[src/rtl/fetch_ctrl_if.sv]
// Bus bundle between the fetch sequencer and its environment: control pulses,
// the combinational ROM port, the decode-side handshake and the debug state.
//
// Handshake: out_valid/out_instr/out_pc are driven by fetch_ctrl; a transfer
// happens on a rising edge where out_valid & out_ready are both 1. While
// out_valid is 1 and out_ready is 0, out_instr and out_pc hold steady, and
// out_valid falls only after a transfer, a redirect, a start or a reset.
interface fetch_ctrl_if #(
  parameter int ADDR_W = 8,
  parameter int DATA_W = 16
);
  logic              start;
  logic              halt;
  logic              redirect;
  logic [ADDR_W-1:0] redirect_pc;
  logic [ADDR_W-1:0] rom_addr;
  logic [DATA_W-1:0] rom_data;
  logic              out_valid;
  logic [DATA_W-1:0] out_instr;
  logic [ADDR_W-1:0] out_pc;
  logic              out_ready;
  logic [1:0]        state;

  // Environment side: drives control, ROM data and decode ready.
  modport master (
    output start, halt, redirect, redirect_pc, rom_data, out_ready,
    input  rom_addr, out_valid, out_instr, out_pc, state
  );

  // Sequencer side.
  modport slave (
    input  start, halt, redirect, redirect_pc, rom_data, out_ready,
    output rom_addr, out_valid, out_instr, out_pc, state
  );
endinterface

[src/rtl/fetch_ctrl.sv]
// Instruction-fetch sequencer: owns the PC, addresses the combinational ROM,
// buffers {pc, instr} pairs in a small circular FIFO and presents the head to
// decode. Redirect and start flush the buffer; halt stops new fetches only.
module fetch_ctrl #(
  parameter int                ADDR_W   = 8,
  parameter int                DATA_W   = 16,
  parameter int                DEPTH    = 2,
  parameter logic [ADDR_W-1:0] RESET_PC = '0
) (
  input  logic         clk,
  input  logic         rst_n,
  fetch_ctrl_if.slave  bus
);

  typedef enum logic [1:0] {
    S_IDLE   = 2'b00,
    S_RUN    = 2'b01,
    S_HALTED = 2'b10
  } state_t;

  localparam int PTR_W = (DEPTH > 1) ? $clog2(DEPTH) : 1;
  localparam int CNT_W = $clog2(DEPTH + 1);

  state_t            r_state;
  state_t            w_state_nxt;
  logic [ADDR_W-1:0] r_pc;
  logic [DATA_W-1:0] r_instr_mem [DEPTH];
  logic [ADDR_W-1:0] r_pc_mem    [DEPTH];
  logic [PTR_W-1:0]  r_rd_ptr;
  logic [PTR_W-1:0]  r_wr_ptr;
  logic [CNT_W-1:0]  r_count;

  logic w_valid;
  logic w_pop;
  logic w_space;
  logic w_flush;
  logic w_fetch;

  function automatic logic [PTR_W-1:0] ptr_inc(input logic [PTR_W-1:0] p);
    return (p == PTR_W'(DEPTH - 1)) ? '0 : p + 1'b1;
  endfunction

  // A full buffer still has room when its head leaves in the same cycle.
  assign w_valid = (r_count != '0);
  assign w_pop   = w_valid & bus.out_ready;
  assign w_space = (r_count < CNT_W'(DEPTH)) | w_pop;

  // State register.
  always_ff @(posedge clk) begin
    if (!rst_n) r_state <= S_IDLE;
    else        r_state <= w_state_nxt;
  end

  // Next state: start always wins; halt only matters while running.
  always_comb begin
    w_state_nxt = r_state;
    if (bus.start)                            w_state_nxt = S_RUN;
    else if (bus.halt && (r_state == S_RUN))  w_state_nxt = S_HALTED;
  end

  // FSM outputs: flush on start/redirect, fetch only when running undisturbed.
  always_comb begin
    w_flush = bus.start | bus.redirect;
    w_fetch = 1'b0;
    if ((r_state == S_RUN) && !w_flush && !bus.halt && w_space) w_fetch = 1'b1;
  end

  // PC and buffer bookkeeping; a flush discards the head even if popped.
  always_ff @(posedge clk) begin
    if (!rst_n) begin
      r_pc     <= RESET_PC;
      r_rd_ptr <= '0;
      r_wr_ptr <= '0;
      r_count  <= '0;
    end else if (w_flush) begin
      r_pc     <= bus.start ? RESET_PC : bus.redirect_pc;
      r_rd_ptr <= '0;
      r_wr_ptr <= '0;
      r_count  <= '0;
    end else begin
      if (w_fetch) begin
        r_wr_ptr <= ptr_inc(r_wr_ptr);
        r_pc     <= r_pc + 1'b1;
      end
      if (w_pop) r_rd_ptr <= ptr_inc(r_rd_ptr);
      case ({w_fetch, w_pop})
        2'b10:   r_count <= r_count + 1'b1;
        2'b01:   r_count <= r_count - 1'b1;
        default: r_count <= r_count;
      endcase
    end
  end

  // Buffer storage; contents are only observed through the valid-gated head.
  always_ff @(posedge clk) begin
    if (w_fetch) begin
      r_instr_mem[r_wr_ptr] <= bus.rom_data;
      r_pc_mem[r_wr_ptr]    <= r_pc;
    end
  end

  assign bus.rom_addr  = r_pc;
  assign bus.out_valid = w_valid;
  assign bus.out_instr = w_valid ? r_instr_mem[r_rd_ptr] : '0;
  assign bus.out_pc    = w_valid ? r_pc_mem[r_rd_ptr]    : '0;
  assign bus.state     = r_state;

endmodule

[src/flat_wrapper.sv]
// flat-port wrapper written by rule: the top's interface ports become plain ports
module fetch_ctrl_flat 
#(
  parameter int                ADDR_W   = 8,
  parameter int                DATA_W   = 16,
  parameter int                DEPTH    = 2,
  parameter logic [ADDR_W-1:0] RESET_PC = '0
)
  (clk, rst_n, bus_start, bus_halt, bus_redirect, bus_redirect_pc, bus_rom_data, bus_out_ready, bus_rom_addr, bus_out_valid, bus_out_instr, bus_out_pc, bus_state);
  fetch_ctrl_if #(.ADDR_W(ADDR_W), .DATA_W(DATA_W)) bus_i ();
  input  logic clk;
  input  logic rst_n;
  input wire logic [$bits(bus_i.start)-1:0] bus_start;
  input wire logic [$bits(bus_i.halt)-1:0] bus_halt;
  input wire logic [$bits(bus_i.redirect)-1:0] bus_redirect;
  input wire logic [$bits(bus_i.redirect_pc)-1:0] bus_redirect_pc;
  input wire logic [$bits(bus_i.rom_data)-1:0] bus_rom_data;
  input wire logic [$bits(bus_i.out_ready)-1:0] bus_out_ready;
  output wire logic [$bits(bus_i.rom_addr)-1:0] bus_rom_addr;
  output wire logic [$bits(bus_i.out_valid)-1:0] bus_out_valid;
  output wire logic [$bits(bus_i.out_instr)-1:0] bus_out_instr;
  output wire logic [$bits(bus_i.out_pc)-1:0] bus_out_pc;
  output wire logic [$bits(bus_i.state)-1:0] bus_state;
  assign bus_i.start = bus_start;
  assign bus_i.halt = bus_halt;
  assign bus_i.redirect = bus_redirect;
  assign bus_i.redirect_pc = bus_redirect_pc;
  assign bus_i.rom_data = bus_rom_data;
  assign bus_i.out_ready = bus_out_ready;
  assign bus_rom_addr = bus_i.rom_addr;
  assign bus_out_valid = bus_i.out_valid;
  assign bus_out_instr = bus_i.out_instr;
  assign bus_out_pc = bus_i.out_pc;
  assign bus_state = bus_i.state;
  fetch_ctrl #(.ADDR_W(ADDR_W), .DATA_W(DATA_W), .DEPTH(DEPTH), .RESET_PC(RESET_PC)) u_core (.clk(clk), .rst_n(rst_n), .bus(bus_i));
endmodule
[config.mk]
export PLATFORM = sky130hd
export DESIGN_NAME = fetch_ctrl_flat
export DESIGN_NICKNAME = d
export VERILOG_FILES = /design/src/rtl/fetch_ctrl_if.sv /design/src/rtl/fetch_ctrl.sv /design/src/flat_wrapper.sv
export SDC_FILE = /design/constraint.sdc
export NUM_CORES = 1
export LEC_CHECK = 0
export CAP_MARGIN = 20
export CORE_UTILIZATION = 62
export DETAILED_ROUTE_END_ITERATION = 10
export DONT_BUFFER_PORTS = 1
export GPL_ROUTABILITY_DRIVEN = 0
export PLACE_DENSITY_LB_ADDON = 0.2
export SYNTH_ARGS = -nofsm -noshare
export SYNTH_HDL_FRONTEND = slang
export SYNTH_SLANG_ARGS = --single-unit
[constraint.sdc]
create_clock -name clk -period 3.05 [get_ports clk]
set_clock_uncertainty 0.15 [all_clocks]
set_input_delay 0.1525 -clock clk [delete_from_list [all_inputs] [get_ports clk]]
set_output_delay 0.1525 -clock clk [all_outputs]
set_load 0.01 [all_outputs]
# After elaboration in Yosys (flattened, before gate mapping)
# Memory sizes are Yosys's and may differ from the RTL's. A register that Yosys moved wholly into a read port is not among the register bits.
# Index checks and enable logic that the tools add are counted.
# op_classes
addsub	5
magnitude_cmp	1
eq_ne	3
n_mux	17
bitwise	4
n_reduce_logical	12
# op_table
cell	count
two-way mux 8 bit	4
two-way mux 16 bit	1
two-way mux 1 bit	11
adder 8 x 1 -> 8 bit, second input constant	1
nonzero test 2 bit	4
== test 2 x 1 -> 1 bit, second input constant	2
logical AND 1 bit	4
case mux 2 bit (2 select lines)	1
OR reduction 2 bit	2
adder 1 bit, second input constant	2
adder 2 x 1 -> 2 bit, second input constant	1
== test 2 bit, second input constant	1
logical NOT 1 bit	2
less-than comparator 2 bit, second input constant	1
OR 1 bit	2
subtractor 2 x 1 -> 2 bit, second input constant	1
AND 1 bit	1
inverter 1 bit	1
# totals
regBits	14
ramBits	48
n_memories	2
# memory_table
memory	words	word_bits	rd	rd_clocked_by_memory_dff	wr	line	source
u_core.r_instr_mem	2	16	1	1	1	fetch_ctrl.sv:27	logic [DATA_W-1:0] r_instr_mem [DEPTH];
u_core.r_pc_mem	2	8	1	1	1	fetch_ctrl.sv:28	logic [ADDR_W-1:0] r_pc_mem [DEPTH];

# Logic depth before layout (Yosys ltp)
# depth
ltp_word	8
depth_mapped	9
depth_no_buf	8

# Worst setup path before layout
# No wires, ideal clock.
# synth_path
kind	flip-flop to flip-flop
from	reg u_core.r_state[0] (netlist: u_core.bus.state[0])
to	mem u_core.r_instr_mem[0][0] (enable)
setup_ns	0.405
t_arrival_ns	2.069
path_slack_ns	0.426
path_stages_with_launch	5
n_path_buf	0
period_less_slack_ns	2.624
path_cell_list	dfxtp_1 or3b_4 nor2_4 nand2_1 nor2_1
# synth_via
elab_chain_cells	7
# synth_lines
item	line	source
start: declaration	fetch_ctrl.sv:24	state_t r_state;
start signal: assignment	fetch_ctrl.sv:51	else r_state <= w_state_nxt;
== test 2 x 1 -> 1 bit	fetch_ctrl.sv:65	if ((r_state == S_RUN) && !w_flush && !bus.halt && w_space) w_fetch = 1'b1;
logical AND 1 bit (3 in a row)	fetch_ctrl.sv:65	
two-way mux 1 bit	fetch_ctrl.sv:65	
two-way mux 1 bit	fetch_ctrl.sv:96	if (w_fetch) begin
two-way mux 1 bit (not written as such)	fetch_ctrl.sv:97	r_instr_mem[r_wr_ptr] <= bus.rom_data;
end: declaration	fetch_ctrl.sv:27	
# No other way between the ends.

# Final worst setup path
# layout_path
from	reg u_core.r_state[0] (netlist: u_core.bus.state[0])
to	reg u_core.r_pc[5] (netlist: u_core.bus.rom_addr[5])
# layout_via
elab_chain_cells	6
# layout_lines
item	line	source
== test 2 x 1 -> 1 bit	fetch_ctrl.sv:65	
logical AND 1 bit (3 in a row)	fetch_ctrl.sv:65	
two-way mux 1 bit	fetch_ctrl.sv:65	
nonzero test 2 bit (no line)	-	
end signal: assignment	fetch_ctrl.sv:76	r_pc <= bus.start ? RESET_PC : bus.redirect_pc;
end signal: assignment	fetch_ctrl.sv:83	r_pc <= r_pc + 1'b1;
end: declaration	fetch_ctrl.sv:26	logic [ADDR_W-1:0] r_pc;
# No other way between the ends.
# A chain may end at the register's enable or synchronous reset.

==> results.cfg <==
[run_status]
outcome = finished, final reports clean

[drt]
wirelength_um = 5350
viasPerCell = 6.01
met1_length_um = 2030
drc = 0
wl_per_cell_um = 18.2
topRoutingLayerUsed = met4
dr_wl_met2_um = 2690
drt_first_pass_iters = 4
postRouteAntennaNets = 0
drt_iter0_markers = 123
wl_met3_um = 470
vias = 1766

[die]
start_util_pct = 65.2
die_h_um = 67.3
fp.dieW_um = 67.3
die-area_mm2 = 0.00453
std_cell_rows = 23
core_mm2 = 0.00406
io_pins = 65

[clock_network]
h-tree-depth = 3
ctsLongestPathBuffers = 2
clock_latency_ns = 0.33
cts_tree = done
clock-sinks = 63
cts-buffers-inserted = 9
cts_root_buffer = clkbuf_8
clk_pin_slew_worst_paths_ns = 0.06
ctsResizeCount = 0

[timing]
clock.fmax_ghz = 0.424
finalWorstSetupSlack_ns = 0.692
relSlewSlack_pct = 62.0
tightestPinTransition_ns = 0.568
setup_tns_ns = 0
period_share_pct = 77.3
hold_violations = 0
min_period_ns = 2.36
rsz0062_at_grt = false
setup_viol = 0
report.final.slew_viol_count = 0

[yosys]
synth_seq_cells = 63
synth_ff_type = edfxtp_1
synth-edff-count = 48
ys_types = 37
netlist_top_cells_area = edfxtp_1 54%, dfxtp_1 11%, mux2i_1 9.1%
synthArstFlopShare_pct = 0
synth.yosys.warnings = 0
synthesis.nets = 237
yosys-top-cells-count = 48 x edfxtp_1, 30 x nor2_1, 24 x mux2i_1
synth_top_cell_by_area = edfxtp_1
synth_cells = 205
yosysMostFrequentCell = edfxtp_1
synth_area_per_cell_um2 = 12.9
netlist.area_leader.share_pct = 54.5
yosysSeqAreaShare_pct = 65.8
syn_area_mm2 = 0.00265

[critical_path]
cp-start-kind = flip-flop
crit_required_ns = 3.18
worstSetupPathType = flip-flop to flip-flop
end_kind = flip-flop
critPathArrivalTime_ns = 2.48
cp_max_fo = 5

[global_routing]
antenna_found_initial = 0
grt_max_degree = 27
gr-total-overflow = 0
grt_usage_pct = 26.1
grt_pass1_wl_um = 8160
grt_pass1_vias = 1749

[pwr]
vdd.ir_drop.worst_mv = 0.291
powerDensity_mw_per_mm2 = 553
p_leak_uw = 0.00104

[finish]
nets = 272
diodes = 0
area_growth_pct = 20.6
drive_above_1_share_pct = 9.84

[placed_design]
io_buffers = 0
dp_slack_ns = 0.980
place_hpwl_um = 3110

[flow_run]
cap_violations = 0

[worst_hold_path]
hold_path.class = input pin to flip-flop
==> worst paths after layout <==
path,end,slack (ns),start,cells after the start
worst min-delay path,u_core.bus.rom_addr[7],0.005,bus_redirect,4
worst max-delay path,u_core.bus.rom_addr[5],0.69,u_core.bus.state[0],5
worst min register to register,u_core.r_pc_mem[0][7],0.40,u_core.bus.rom_addr[7],0
worst max register to register,u_core.bus.rom_addr[5],0.69,u_core.bus.state[0],5
==> cell usage in the layout, fill, tap and decap left out, types with 2 or more instances in the layout <==
cell type / instances
nand2_1: 7
xor2_1: 2
a21oi_1: 5
and3_1: 3
bufinv_16: 2
nand2b_1: 4
nor2b_1: 3
ha_1: 2
o21ai_0: 11
clkinv_2: 2
clkbuf_8: 9
xnor2_1: 5
nor3_1: 5
mux2i_1: 24
a211oi_1: 2
a31oi_1: 3
dlygate4sd3_1: 28
nand3_1: 5
nor2_1: 28
buf_4: 4
dfxtp_1: 15
inv_1: 7
edfxtp_1: 48
nor2_2: 2
==> report_power, final <==
group	internal, uW	leakage [uW]	switching (uW)
Sequential	929	0.000557	12.6
Combinational	41.0	0.000383	35.8
Clock	450	0.000104	297
==> area by class of cell <==
class | count | area (um^2)
flip-flops and latches | 63 | 1740
fillers | 241 | 867
multi-input cells | 127 | 848
repair buffers | 32 | 310
clock buffers | 10 | 128
clock inverters | 5 | 73.8
well taps | 50 | 62.6
inverters | 7 | 26.3
==> per-stage QoR <==
step | cells | utilization [%] | instance area [um^2] | total power (uW) | hold slack (ns)
after floorplan | 205 | - | 2650 | 993 | 0.101
after global placement | 251 | 66.8 | 2710 | 999 | 0.0821
after detailed placement | 251 | 66.8 | 2710 | 1000 | 0.0887
after CTS | 294 | 78.6 | 3190 | 1770 | 0.00202
after global routing | 294 | 78.6 | 3190 | 1820 | 0.00613
final | 294 | 78.6 | 3190 | 1770 | 0.00467
==> per-layer routing <==
metal,GRT usage [%],up-vias
li1,-,822
met1,28.6,832
met2,43.4,96
met3,11.0,16
met4,13.0,0
met5,0,-
==> flip-flops by register name, summed over array words and instances, names as in the netlist, named ones only <==
signal	flops
u_core.r_instr_mem	32
u_core.r_pc_mem	16
u_core.bus.rom_addr	8
u_core.bus.state	2
u_core.r_count	2
u_core.r_rd_ptr	1
u_core.r_wr_ptr	1
==> worst max-delay path: stages, from the launching register on <==
cell and delay, ns:
dfxtp_1 0.44, or3b_4 0.43, o21ai_0 0.36, o32a_1 0.23, o2111a_1 0.16, dlygate4sd3_1 0.53
==> kinds of logic after synthesis <==
logic type,after synthesis,share of synthesized area (%)
DFF,63,65.8
adders and majority gates,2,0.946
and+or+nand+nor,66,12.8
muxes,24,9.08
buffers and inverters,15,2.27
AOI/OAI and AO/OA,28,6.72
xor gates and xnor gates,7,2.32
==> repair_timing <==
item	CTS	global route
buffers inserted	0	0
hold endpoints to repair	47	0
hold buffers	28	0
Power figures use the tool's default switching activity.
